--- src/rtl/argmax_classifier_pkg.sv ---
// Shared constants and types for the argmax output-decision stage.
package argmax_classifier_pkg;
  localparam int NUM_CLASSES = 10;
  localparam int DATA_W      = 16;
  localparam int IDX_W       = 4;

  localparam logic signed [DATA_W-1:0] DATA_MAX = 16'sh7FFF;
  localparam logic signed [DATA_W-1:0] DATA_MIN = 16'sh8000;

  typedef enum logic [1:0] {IDLE, SCAN, DONE} state_t;
endpackage

--- src/rtl/argmax_classifier_if.sv ---
// Network-core / consumer side signals of the argmax classifier.
interface argmax_classifier_if #(
  parameter int NUM_CLASSES = argmax_classifier_pkg::NUM_CLASSES,
  parameter int DATA_W      = argmax_classifier_pkg::DATA_W
);
  localparam int IDX_W = $clog2(NUM_CLASSES);

  logic                                R;
  logic [NUM_CLASSES-1:0][DATA_W-1:0]  Probability;
  logic                                Ack;
  logic                                Busy;
  logic                                Valid;
  logic [IDX_W-1:0]                    Digit;
  logic [DATA_W-1:0]                   Score;
  logic [DATA_W-1:0]                   Margin;
  logic                                Overrun;

  modport master (output R, Probability, Ack,
                  input  Busy, Valid, Digit, Score, Margin, Overrun);
  modport slave  (input  R, Probability, Ack,
                  output Busy, Valid, Digit, Score, Margin, Overrun);
endinterface

--- src/rtl/argmax_classifier_update.sv ---
// One-candidate best/second/best_idx update; strict compares keep the lowest index on ties.
module argmax_update #(
  parameter int DATA_W = 16,
  parameter int IDX_W  = 4
) (
  input  logic                     first,
  input  logic signed [DATA_W-1:0] cand,
  input  logic [IDX_W-1:0]         cand_idx,
  input  logic signed [DATA_W-1:0] best_i,
  input  logic signed [DATA_W-1:0] second_i,
  input  logic [IDX_W-1:0]         best_idx_i,
  output logic signed [DATA_W-1:0] best_o,
  output logic signed [DATA_W-1:0] second_o,
  output logic [IDX_W-1:0]         best_idx_o
);
  localparam logic signed [DATA_W-1:0] SMIN = {1'b1, {(DATA_W-1){1'b0}}};

  always_comb begin
    best_o     = best_i;
    second_o   = second_i;
    best_idx_o = best_idx_i;
    if (first) begin
      best_o     = cand;
      best_idx_o = cand_idx;
      second_o   = SMIN;
    end else if (cand > best_i) begin
      second_o   = best_i;
      best_o     = cand;
      best_idx_o = cand_idx;
    end else if (cand > second_i) begin
      second_o   = cand;
    end
  end
endmodule

--- src/rtl/argmax_classifier.sv ---
// Snapshots the output-layer activations on R rising and scans one class per cycle,
// presenting digit/score/margin through a Valid/Ack handshake.
module argmax_classifier #(
  parameter int NUM_CLASSES = argmax_classifier_pkg::NUM_CLASSES,
  parameter int DATA_W      = argmax_classifier_pkg::DATA_W
) (
  input  logic                 Clk,
  input  logic                 Reset,
  argmax_classifier_if.slave   bus
);
  import argmax_classifier_pkg::*;

  localparam int IDX_W = $clog2(NUM_CLASSES);
  localparam logic [DATA_W-1:0] SAT_MAX = {1'b0, {(DATA_W-1){1'b1}}};
  localparam logic [IDX_W-1:0]  LAST    = IDX_W'(NUM_CLASSES-1);

  state_t                              state;
  logic                                r_d;
  logic [NUM_CLASSES-1:0][DATA_W-1:0]  snap;
  logic [IDX_W-1:0]                    idx;
  logic signed [DATA_W-1:0]            best, second, nxt_best, nxt_second;
  logic [IDX_W-1:0]                    best_idx, nxt_best_idx;
  logic signed [DATA_W:0]              diff;
  logic [DATA_W-1:0]                   margin_sat;
  logic                                start;

  logic                                busy_q, valid_q, overrun_q;
  logic [IDX_W-1:0]                    digit_q;
  logic [DATA_W-1:0]                   score_q, margin_q;

  assign start = bus.R & ~r_d;

  argmax_update #(.DATA_W(DATA_W), .IDX_W(IDX_W)) u_upd (
    .first      (idx == '0),
    .cand       ($signed(snap[idx])),
    .cand_idx   (idx),
    .best_i     (best),
    .second_i   (second),
    .best_idx_i (best_idx),
    .best_o     (nxt_best),
    .second_o   (nxt_second),
    .best_idx_o (nxt_best_idx)
  );

  // best >= second always holds, so the 17-bit difference is non-negative.
  assign diff       = {nxt_best[DATA_W-1], nxt_best} - {nxt_second[DATA_W-1], nxt_second};
  assign margin_sat = (diff[DATA_W] | diff[DATA_W-1]) ? SAT_MAX : diff[DATA_W-1:0];

  always_ff @(posedge Clk) begin
    if (Reset) begin
      state     <= IDLE;
      r_d       <= 1'b1;
      snap      <= '0;
      idx       <= '0;
      best      <= '0;
      second    <= '0;
      best_idx  <= '0;
      busy_q    <= 1'b0;
      valid_q   <= 1'b0;
      overrun_q <= 1'b0;
      digit_q   <= '0;
      score_q   <= '0;
      margin_q  <= '0;
    end else begin
      r_d <= bus.R;
      if (start && state != IDLE) overrun_q <= 1'b1;
      case (state)
        IDLE: if (start) begin
          snap   <= bus.Probability;
          idx    <= '0;
          busy_q <= 1'b1;
          state  <= SCAN;
        end
        SCAN: begin
          best     <= nxt_best;
          second   <= nxt_second;
          best_idx <= nxt_best_idx;
          if (idx == LAST) begin
            state    <= DONE;
            busy_q   <= 1'b0;
            valid_q  <= 1'b1;
            digit_q  <= nxt_best_idx;
            score_q  <= nxt_best;
            margin_q <= margin_sat;
          end else begin
            idx <= idx + 1'b1;
          end
        end
        DONE: if (bus.Ack) begin
          valid_q <= 1'b0;
          state   <= IDLE;
        end
        default: state <= IDLE;
      endcase
    end
  end

  assign bus.Busy    = busy_q;
  assign bus.Valid   = valid_q;
  assign bus.Digit   = digit_q;
  assign bus.Score   = score_q;
  assign bus.Margin  = margin_q;
  assign bus.Overrun = overrun_q;
endmodule

--- src/flat_wrapper.sv ---
// flat-port wrapper written by rule: the top's interface ports become plain ports
module argmax_classifier_flat import argmax_classifier_pkg::*;
#(
  parameter int NUM_CLASSES = argmax_classifier_pkg::NUM_CLASSES,
  parameter int DATA_W      = argmax_classifier_pkg::DATA_W
)
  (Clk, Reset, bus_R, bus_Probability, bus_Ack, bus_Busy, bus_Valid, bus_Digit, bus_Score, bus_Margin, bus_Overrun);
  argmax_classifier_if #(.NUM_CLASSES(NUM_CLASSES), .DATA_W(DATA_W)) bus_i ();
  input  logic Clk;
  input  logic Reset;
  input wire logic [$bits(bus_i.R)-1:0] bus_R;
  input wire logic [$bits(bus_i.Probability)-1:0] bus_Probability;
  input wire logic [$bits(bus_i.Ack)-1:0] bus_Ack;
  output wire logic [$bits(bus_i.Busy)-1:0] bus_Busy;
  output wire logic [$bits(bus_i.Valid)-1:0] bus_Valid;
  output wire logic [$bits(bus_i.Digit)-1:0] bus_Digit;
  output wire logic [$bits(bus_i.Score)-1:0] bus_Score;
  output wire logic [$bits(bus_i.Margin)-1:0] bus_Margin;
  output wire logic [$bits(bus_i.Overrun)-1:0] bus_Overrun;
  assign bus_i.R = bus_R;
  assign bus_i.Probability = bus_Probability;
  assign bus_i.Ack = bus_Ack;
  assign bus_Busy = bus_i.Busy;
  assign bus_Valid = bus_i.Valid;
  assign bus_Digit = bus_i.Digit;
  assign bus_Score = bus_i.Score;
  assign bus_Margin = bus_i.Margin;
  assign bus_Overrun = bus_i.Overrun;
  argmax_classifier #(.NUM_CLASSES(NUM_CLASSES), .DATA_W(DATA_W)) u_core (.Clk(Clk), .Reset(Reset), .bus(bus_i));
endmodule
--- config.mk ---
export PLATFORM = sky130hd
export DESIGN_NAME = argmax_classifier_flat
export DESIGN_NICKNAME = d
export VERILOG_FILES = /design/src/rtl/argmax_classifier_pkg.sv /design/src/rtl/argmax_classifier_if.sv /design/src/rtl/argmax_classifier_update.sv /design/src/rtl/argmax_classifier.sv /design/src/flat_wrapper.sv
export SDC_FILE = /design/constraint.sdc
export NUM_CORES = 1
export LEC_CHECK = 0
export ABC_AREA = 1
export BUFFER_PORTS_ARGS = -buffer_cell sky130_fd_sc_hd__buf_2
export CELL_PAD_IN_SITES_DETAIL_PLACEMENT = 0
export CELL_PAD_IN_SITES_GLOBAL_PLACEMENT = 1
export CORE_MARGIN = 2
export CORE_UTILIZATION = 43
export CTS_CLUSTER_DIAMETER = 200
export DETAILED_ROUTE_END_ITERATION = 12
export MAX_ROUTING_LAYER = met4
export PLACE_DENSITY = 0.86
export SLEW_MARGIN = 20
export SYNTH_ARGS = -nofsm -noshare
export SYNTH_HDL_FRONTEND = slang
export SYNTH_SLANG_ARGS = --single-unit
--- constraint.sdc ---
create_clock -name Clk -period 6.9 [get_ports Clk]
set_input_delay 0.69 -clock Clk [delete_from_list [all_inputs] [get_ports Clk]]
set_output_delay 0.69 -clock Clk [all_outputs]
set_load 0.01 [all_outputs]
==> impl_results.md, run 1 <==
* Remaining DRCs at 0
* Die ar. at 30950 µm²
* Most common cell after layout, fill and taps aside: nor2_1
* CTS clock-pin slew for the worst setup and hold paths at 0.06 ns
* Port bufs at 202
* GP Congestion at 0.9312
* Starting density of the core at 43.92%
* Grt peak-use layer: met2
* Area delta synth->final at 16.22%
* Max FO, Critical Path at 46
* Worst slew pin tran at 1.016 ns
* Status: complete, no violations
* Max Cap Violations at 0
* Initial DRC count at 1091
* Met3 GRT Util at 2.965%
* Ports at 203
* Synthesized area per cell at roughly 6.5 µm²
* Clk sinks at 242
* Resized cells post-CTS at 0
* Hpwl dp at between 20000 and 30000 µm
* Final Util at around 50%
* Number of synthesized register bits at 242
* Post-CTS Hold Fix Bufs at 0
* Vias/cell at 5.052
* Slew Limit Fails at 0
* Max_slew headroom at between 30% and 40%
* Clk_lat worst skew at ~0.53 ns
* Number of synthesized flops with an enable pin at 0
* Crit-path max cell delay at 0.53 ns
* Syn_nets at 2163
* DR WL/cell at 15.61 µm
* # placed instances at 2426
* Setup crit start kind: register
* Root buf cell: clkbuf_16
* CP Class: register to register
* Fmax at 166.2 MHz
* Top FF cell, synth: dfxtp_1
* Filler cell count at roughly 3000
* Buffer levels on the longest clock path at 3
* RSZ-0062 raised after global routing: false
* Commonest cells after routing, fill and taps aside: nor2_1 (497), nand2_1 (347), dfxtp_1 (241)
* Met2 Use GR at 37.07%
* CTS tree: done
* Max VDD drop at 0.1791 mV
* Non-filler cells, final at 2475
* Grt total ovfl at 0
* Hold Crit Class: input pin to register
* Synth warn at 0
* Synth async-reset ratio at 0%
* DP Worst Slack at 0.9337 ns
* Vert. Die Dim at 175.9 µm
* Vias in the first global route at 11503
* Req. time, crit path at roughly 7.3 ns
* Sequential share of the synthesized area at 38.12%
* Netlist area before placement at 12710 µm²
* Final-stage net count at 2287
* Post-synth cell types at 40
* ANT nets after route at 0
* Synth Instances at 1947
* Largest net degree at the start of global routing at 146
* Setup TNS Final at 0 ns
* Core area at 28940 µm²
* Finish-stage setup viols at 0
* Cts bufs inserted at 26
* Setup Fix Bufs, Post-CTS at 0
* CP most frequent cell: nand2_1
* Count of final hold-check violations at 0
* Total power at about 0.0041 W
* Post-route clock skew at 0.01124 ns
* H-tree levels at 1
* N_diodes at 0
* Vias at 12504
* Die Width at approximately 180 µm
* Total GRT Usage at 25.22%
* Arrival @ worst endpoint at 6.44 ns
* Pwr/cell area at 275.7 nW/µm²
* Worst path slowest cell: inv_2
* Met1 Use GR at 36.98%
* Share of cells above drive strength 1 at 14.35%
* First-pass GRT wire length at roughly 60000 µm
* Endpoint class of the critical path: register
* Period utilization at 87.21%
* Routed WL at 38640 µm
* FP Rows at 62
* Pre-antenna DRT Iters at 5
* Setup slack after layout at slightly below 0.9 ns
* Min Tclk post-route at 6.018 ns
* Initial antenna violation count at 0
* Static Leak at 6.885 nW
## Yosys cell counts, types with 2 or more instances
cell        n  share of area [%]
buf_1       5               0.15
nor3_1      7               0.28
dfxtp_1   242                 38
nand2_4     8               0.71
a21oi_2     2               0.14
xor2_1      5               0.34
clkbuf_1   79                2.3
o21ai_0   230                9.1
nor2_2      2              0.098
nand4_1    30                1.5
a21oi_1    87                3.4
nand3b_1    2               0.12
o21bai_1    3               0.18
ha_1       51                5.0
nor2_1    499                 15
buf_4       7               0.41
and2_1      4               0.20
a21o_1      5               0.30
xnor2_1     7               0.48
nand3_1   116                4.6
a211oi_1    3               0.18
nand2_1   348                 10
o21ai_2     3               0.21
inv_1     151                4.5
inv_2       4               0.12
buf_2      27                1.1
nand3_2     3               0.24
nand2_2     5               0.25
## critical path, delay by kind of cell (launching register included)
family / cells / cell delay, ns
and+or+nand+nor: 23 / 2.78
DFF: 1 / 0.35
adders and majority gates: 3 / 0.82
AOI/OAI and AO/OA: 3 / 0.51
buffers and inverters: 6 / 1.42
## stage by stage
stage	hold slack (ns)	cell area [µm²]
2_1_floorplan	0.4292	12710
3_3_place_gp	0.4308	13800
3_5_place_dp	0.4344	13800
4_1_cts	0.3536	14750
5_1_grt	0.3729	14770
6_report	0.3700	14770
## routing by layer
| metal | vias up | part of all wire, % |
|---|---|---|
| li1 | 6464 | - |
| met1 | 5556 | 49 |
| met2 | 428 | 42 |
| met3 | 56 | 7.2 |
| met4 | 0 | 2.2 |
| met5 | - | 0 |
## worst paths after layout
path,start,endpoint,slack (ns),cells after the start
max reg2reg,u_core.idx[0]$_SDFFE_PP0P_,u_core.bus.Margin[8]$_SDFFE_PP0P_,0.88,35
max,u_core.idx[0]$_SDFFE_PP0P_,u_core.bus.Margin[8]$_SDFFE_PP0P_,0.88,35
min reg2reg,u_core.bus.Margin[15]$_SDFFE_PP0P_,u_core.bus.Margin[15]$_SDFFE_PP0P_,0.44,2
min,bus_R,u_core.r_d$_SDFF_PP1_,0.37,3
## cells by family after synthesis
group,share of synthesized area [%]
AO/OA/AOI/OAI,13.63
XOR/XNOR,0.8270
adder cells (fa/ha/maj),5.179
buffers and inverters,8.851
flip-flops,38.12
AND/OR/NAND/NOR,33.40
## power by group
group          switching (W)  total, W  internal (W)  leakage (nW)
sequential         0.0000371   0.00150       0.00146          1.97
combinational       0.000687   0.00106      0.000372          4.44
clock               0.000586   0.00151      0.000929         0.467
## registers in the layout, summed over array words and instances (netlist names), 2 cells and up
register,count
u_core.best,16
u_core.best_idx,4
u_core.bus.Digit,4
u_core.bus.Margin,16
u_core.bus.Score,16
u_core.idx,4
u_core.second,16
u_core.snap,160
u_core.state,2
## cell type report
cell class,instances,area [µm²],share of cell area (%)
Multi-Input combinational cell,1428,6756,45.75
Clock buffer,35,765.7,5.185
Timing Repair Buffer,217,1149,7.777
Sequential cell,242,4848,32.83
Inverter,156,590.6,3.999
Tap cell,384,480.5,3.253
Clock inverter,13,178.9,1.211
Note: power is estimated with default switching activity, not from simulation.
==> inputs of run 2 (changes only) <==
--- a/config.mk
+++ b/config.mk
@@ -7,7 +7,7 @@
 export LEC_CHECK = 0
 export ABC_AREA = 1
 export BUFFER_PORTS_ARGS = -buffer_cell sky130_fd_sc_hd__buf_2
-export CELL_PAD_IN_SITES_DETAIL_PLACEMENT = 0
+export CELL_PAD_IN_SITES_DETAIL_PLACEMENT = 1
 export CELL_PAD_IN_SITES_GLOBAL_PLACEMENT = 1
 export CORE_MARGIN = 2
 export CORE_UTILIZATION = 43
==> impl_results.md, run 2 (synthesized netlist as in run 1, its figures left out) <==
* Root buf cell: clkbuf_16
* Max VDD drop at 0.1808 mV
* Port bufs at 202
* ANT nets after route at 0
* Max_slew headroom at 29.40%
* Flip-flop count of the largest register after layout at 160
* Worst Setup EP: u_core.bus.Margin[8]$_SDFFE_PP0P_
* Filler cell count at 3912
* FP Rows at 62
* Static Leak at around 7 nW
* Setup TNS Final at 0 ns
* Setup Fix Bufs, Post-CTS at 0
* Total GRT Usage at 28.67%
* Share of cells above drive strength 1 at 14.35%
* Final-stage net count at 2288
* Core area at 28940 µm²
* Clk_lat worst skew at 0.55 ns
* Largest reg by FF count: u_core.snap
* Max Cap Violations at 0
* RSZ-0062 raised after global routing: false
* Die Width at 175.9 µm
* Vert. Die Dim at 175.9 µm
* Max FO, Critical Path at 46
* Endpoint class of the critical path: register
* Clk sinks at approximately 240
* Fmax at 163.3 MHz
* Resized cells post-CTS at 0
* Period utilization at about 89%
* Post-CTS Hold Fix Bufs at 0
* Status: complete, no violations
* H-tree levels at 1
* Worst path slowest cell: inv_2
* Post-route clock skew at 0.02394 ns
* Req. time, crit path at about 7.3 ns
* Hold Crit Depth at 3
* Combinational Power Share at a little over a quarter
* GP Congestion at around 0.93
* Largest net degree at the start of global routing at 146
* Buffer levels on the longest clock path at 3
* Crit path launch: u_core.idx[0]$_SDFFE_PP0P_
* Sw Ratio at between 30% and 40%
* CTS tree: done
* Remaining DRCs at 0
* CP Class: register to register
* Pre-antenna DRT Iters at 5
* Hold Slack at 0.3687 ns
* First-pass GRT wire length at 68860 µm
* Initial antenna violation count at 0
* Routed WL at around 43000 µm
* Min Tclk post-route at 6.125 ns
* Slew Limit Fails at 0
* Die ar. at between 30000 and 40000 µm²
* Reg-to-Reg End: u_core.bus.Margin[8]$_SDFFE_PP0P_
* Reg power frac at 36.9%
* Clock share of power at 36.1%
* Pwr/cell area at 276.0 nW/µm²
* Vias at between 10000 and 15000
* Crit-path max cell delay at 0.53 ns
* Grt total ovfl at 0
* Arrival @ worst endpoint at around 6.6 ns
* R2r startpoint: u_core.idx[0]$_SDFFE_PP0P_
* Count of final hold-check violations at 0
* R2R depth at 36
* # placed instances at 2426
* P_sw at 0.001357 W
* Internal reg-to-reg setup slack at 0.78 ns
* Area delta synth->final at 15.99%
* Hpwl dp at 31690 µm
* Worst slew pin tran at 1.059 ns
* Non-filler cells, final at roughly 2500
* Int Pwr at ~0.0027 W
* Cts bufs inserted at 27
* Ports at roughly 200
* Starting density of the core at 43.92%
* Most common cell after layout, fill and taps aside: nor2_1
* CTS clock-pin slew for the worst setup and hold paths at 0.06 ns
* Hold Crit Class: input pin to register
* Setup crit start kind: register
* Vias in the first global route at 13017
* DR WL/cell at between 15 and 20 µm
* Initial DRC count at 960
* Commonest cells after routing, fill and taps aside: nor2_1 (497), nand2_1 (347), dfxtp_1 (241)
* N_diodes at 0
* Finish-stage setup viols at 0
* CP most frequent cell: nand2_1
* Vias/cell at about 5.3
==> run 2: changes by cell type in the layout (fill, tap and decap cells not counted) <==
cell / change
bufinv_16: -2
clkbuf_1: -1
buf_16: +1
clkinv_4: -3
inv_6: +3
buf_12: -1
clkbuf_8: +2
==> run 2: layer usage <==
layer | up-vias | GRT usage [%] | share of wire (%)
met5 | - | - | 0
met4 | 0 | 7.713 | 2.7
met3 | 66 | 3.485 | 5.2
met2 | 358 | 45.32 | 45
met1 | 6250 | 38.88 | 47
li1 | 6455 | - | -
==> run 2: worst min-delay path by stage <==
stage / startpoint / end
2_1_floorplan: u_core.snap[111]$_SDFFE_PP0P_ / u_core.snap[111]$_SDFFE_PP0P_
3_3_place_gp: u_core.bus.Margin[15]$_SDFFE_PP0P_ / u_core.bus.Margin[15]$_SDFFE_PP0P_
3_5_place_dp: u_core.bus.Margin[15]$_SDFFE_PP0P_ / u_core.bus.Margin[15]$_SDFFE_PP0P_
4_1_cts: bus_R / u_core.r_d$_SDFF_PP1_
5_1_grt: bus_R / u_core.r_d$_SDFF_PP1_
6_report: bus_R / u_core.r_d$_SDFF_PP1_
==> run 2: layout make-up <==
class                      instances  area (µm²)  area share [%]
timing repair buffer             217        1156           7.843
sequential                       242        4848           32.89
multi-input combinational       1428        6756           45.84
clock buffer                      36       789.5           5.356
tap                              384       480.5           3.259
inverter                         156       590.6           4.006
clock inverter                    11       118.9          0.8064
==> run 2: power by group through the flow <==
stage	Sequential [W]	Clock, W	Combinational [W]
global placement	0.00153	0	0.00106
CTS	0.00150	0.00149	0.00109
global route	0.00151	0.00155	0.00124
floorplan	0.00152	0	0.000794
finish	0.00150	0.00147	0.00110
detailed placement	0.00153	0	0.00108
==> run 2: worst max-delay path: cells and delay by family (launching register included) <==
kind	cells	cell delay, ns
AOI/OAI and AO/OA	4	0.57
adders and majority gates	3	0.87
buffers and inverters	5	1.40
and+or+nand+nor	24	2.76
DFF	1	0.35
==> run 2: metrics by stage <==
step / utilization [%] / total power, W / worst slack, ns / cell area [µm²]
2_1_floorplan: - / 0.002309 / 2.476 / 12710
3_3_place_gp: 47.71 / 0.002585 / 1.025 / 13800
3_5_place_dp: 47.71 / 0.002614 / 0.8555 / 13800
4_1_cts: 50.85 / 0.004085 / 0.8278 / 14710
5_1_grt: 50.94 / 0.004295 / 0.2265 / 14740
6_report: 50.94 / 0.004068 / 0.7751 / 14740
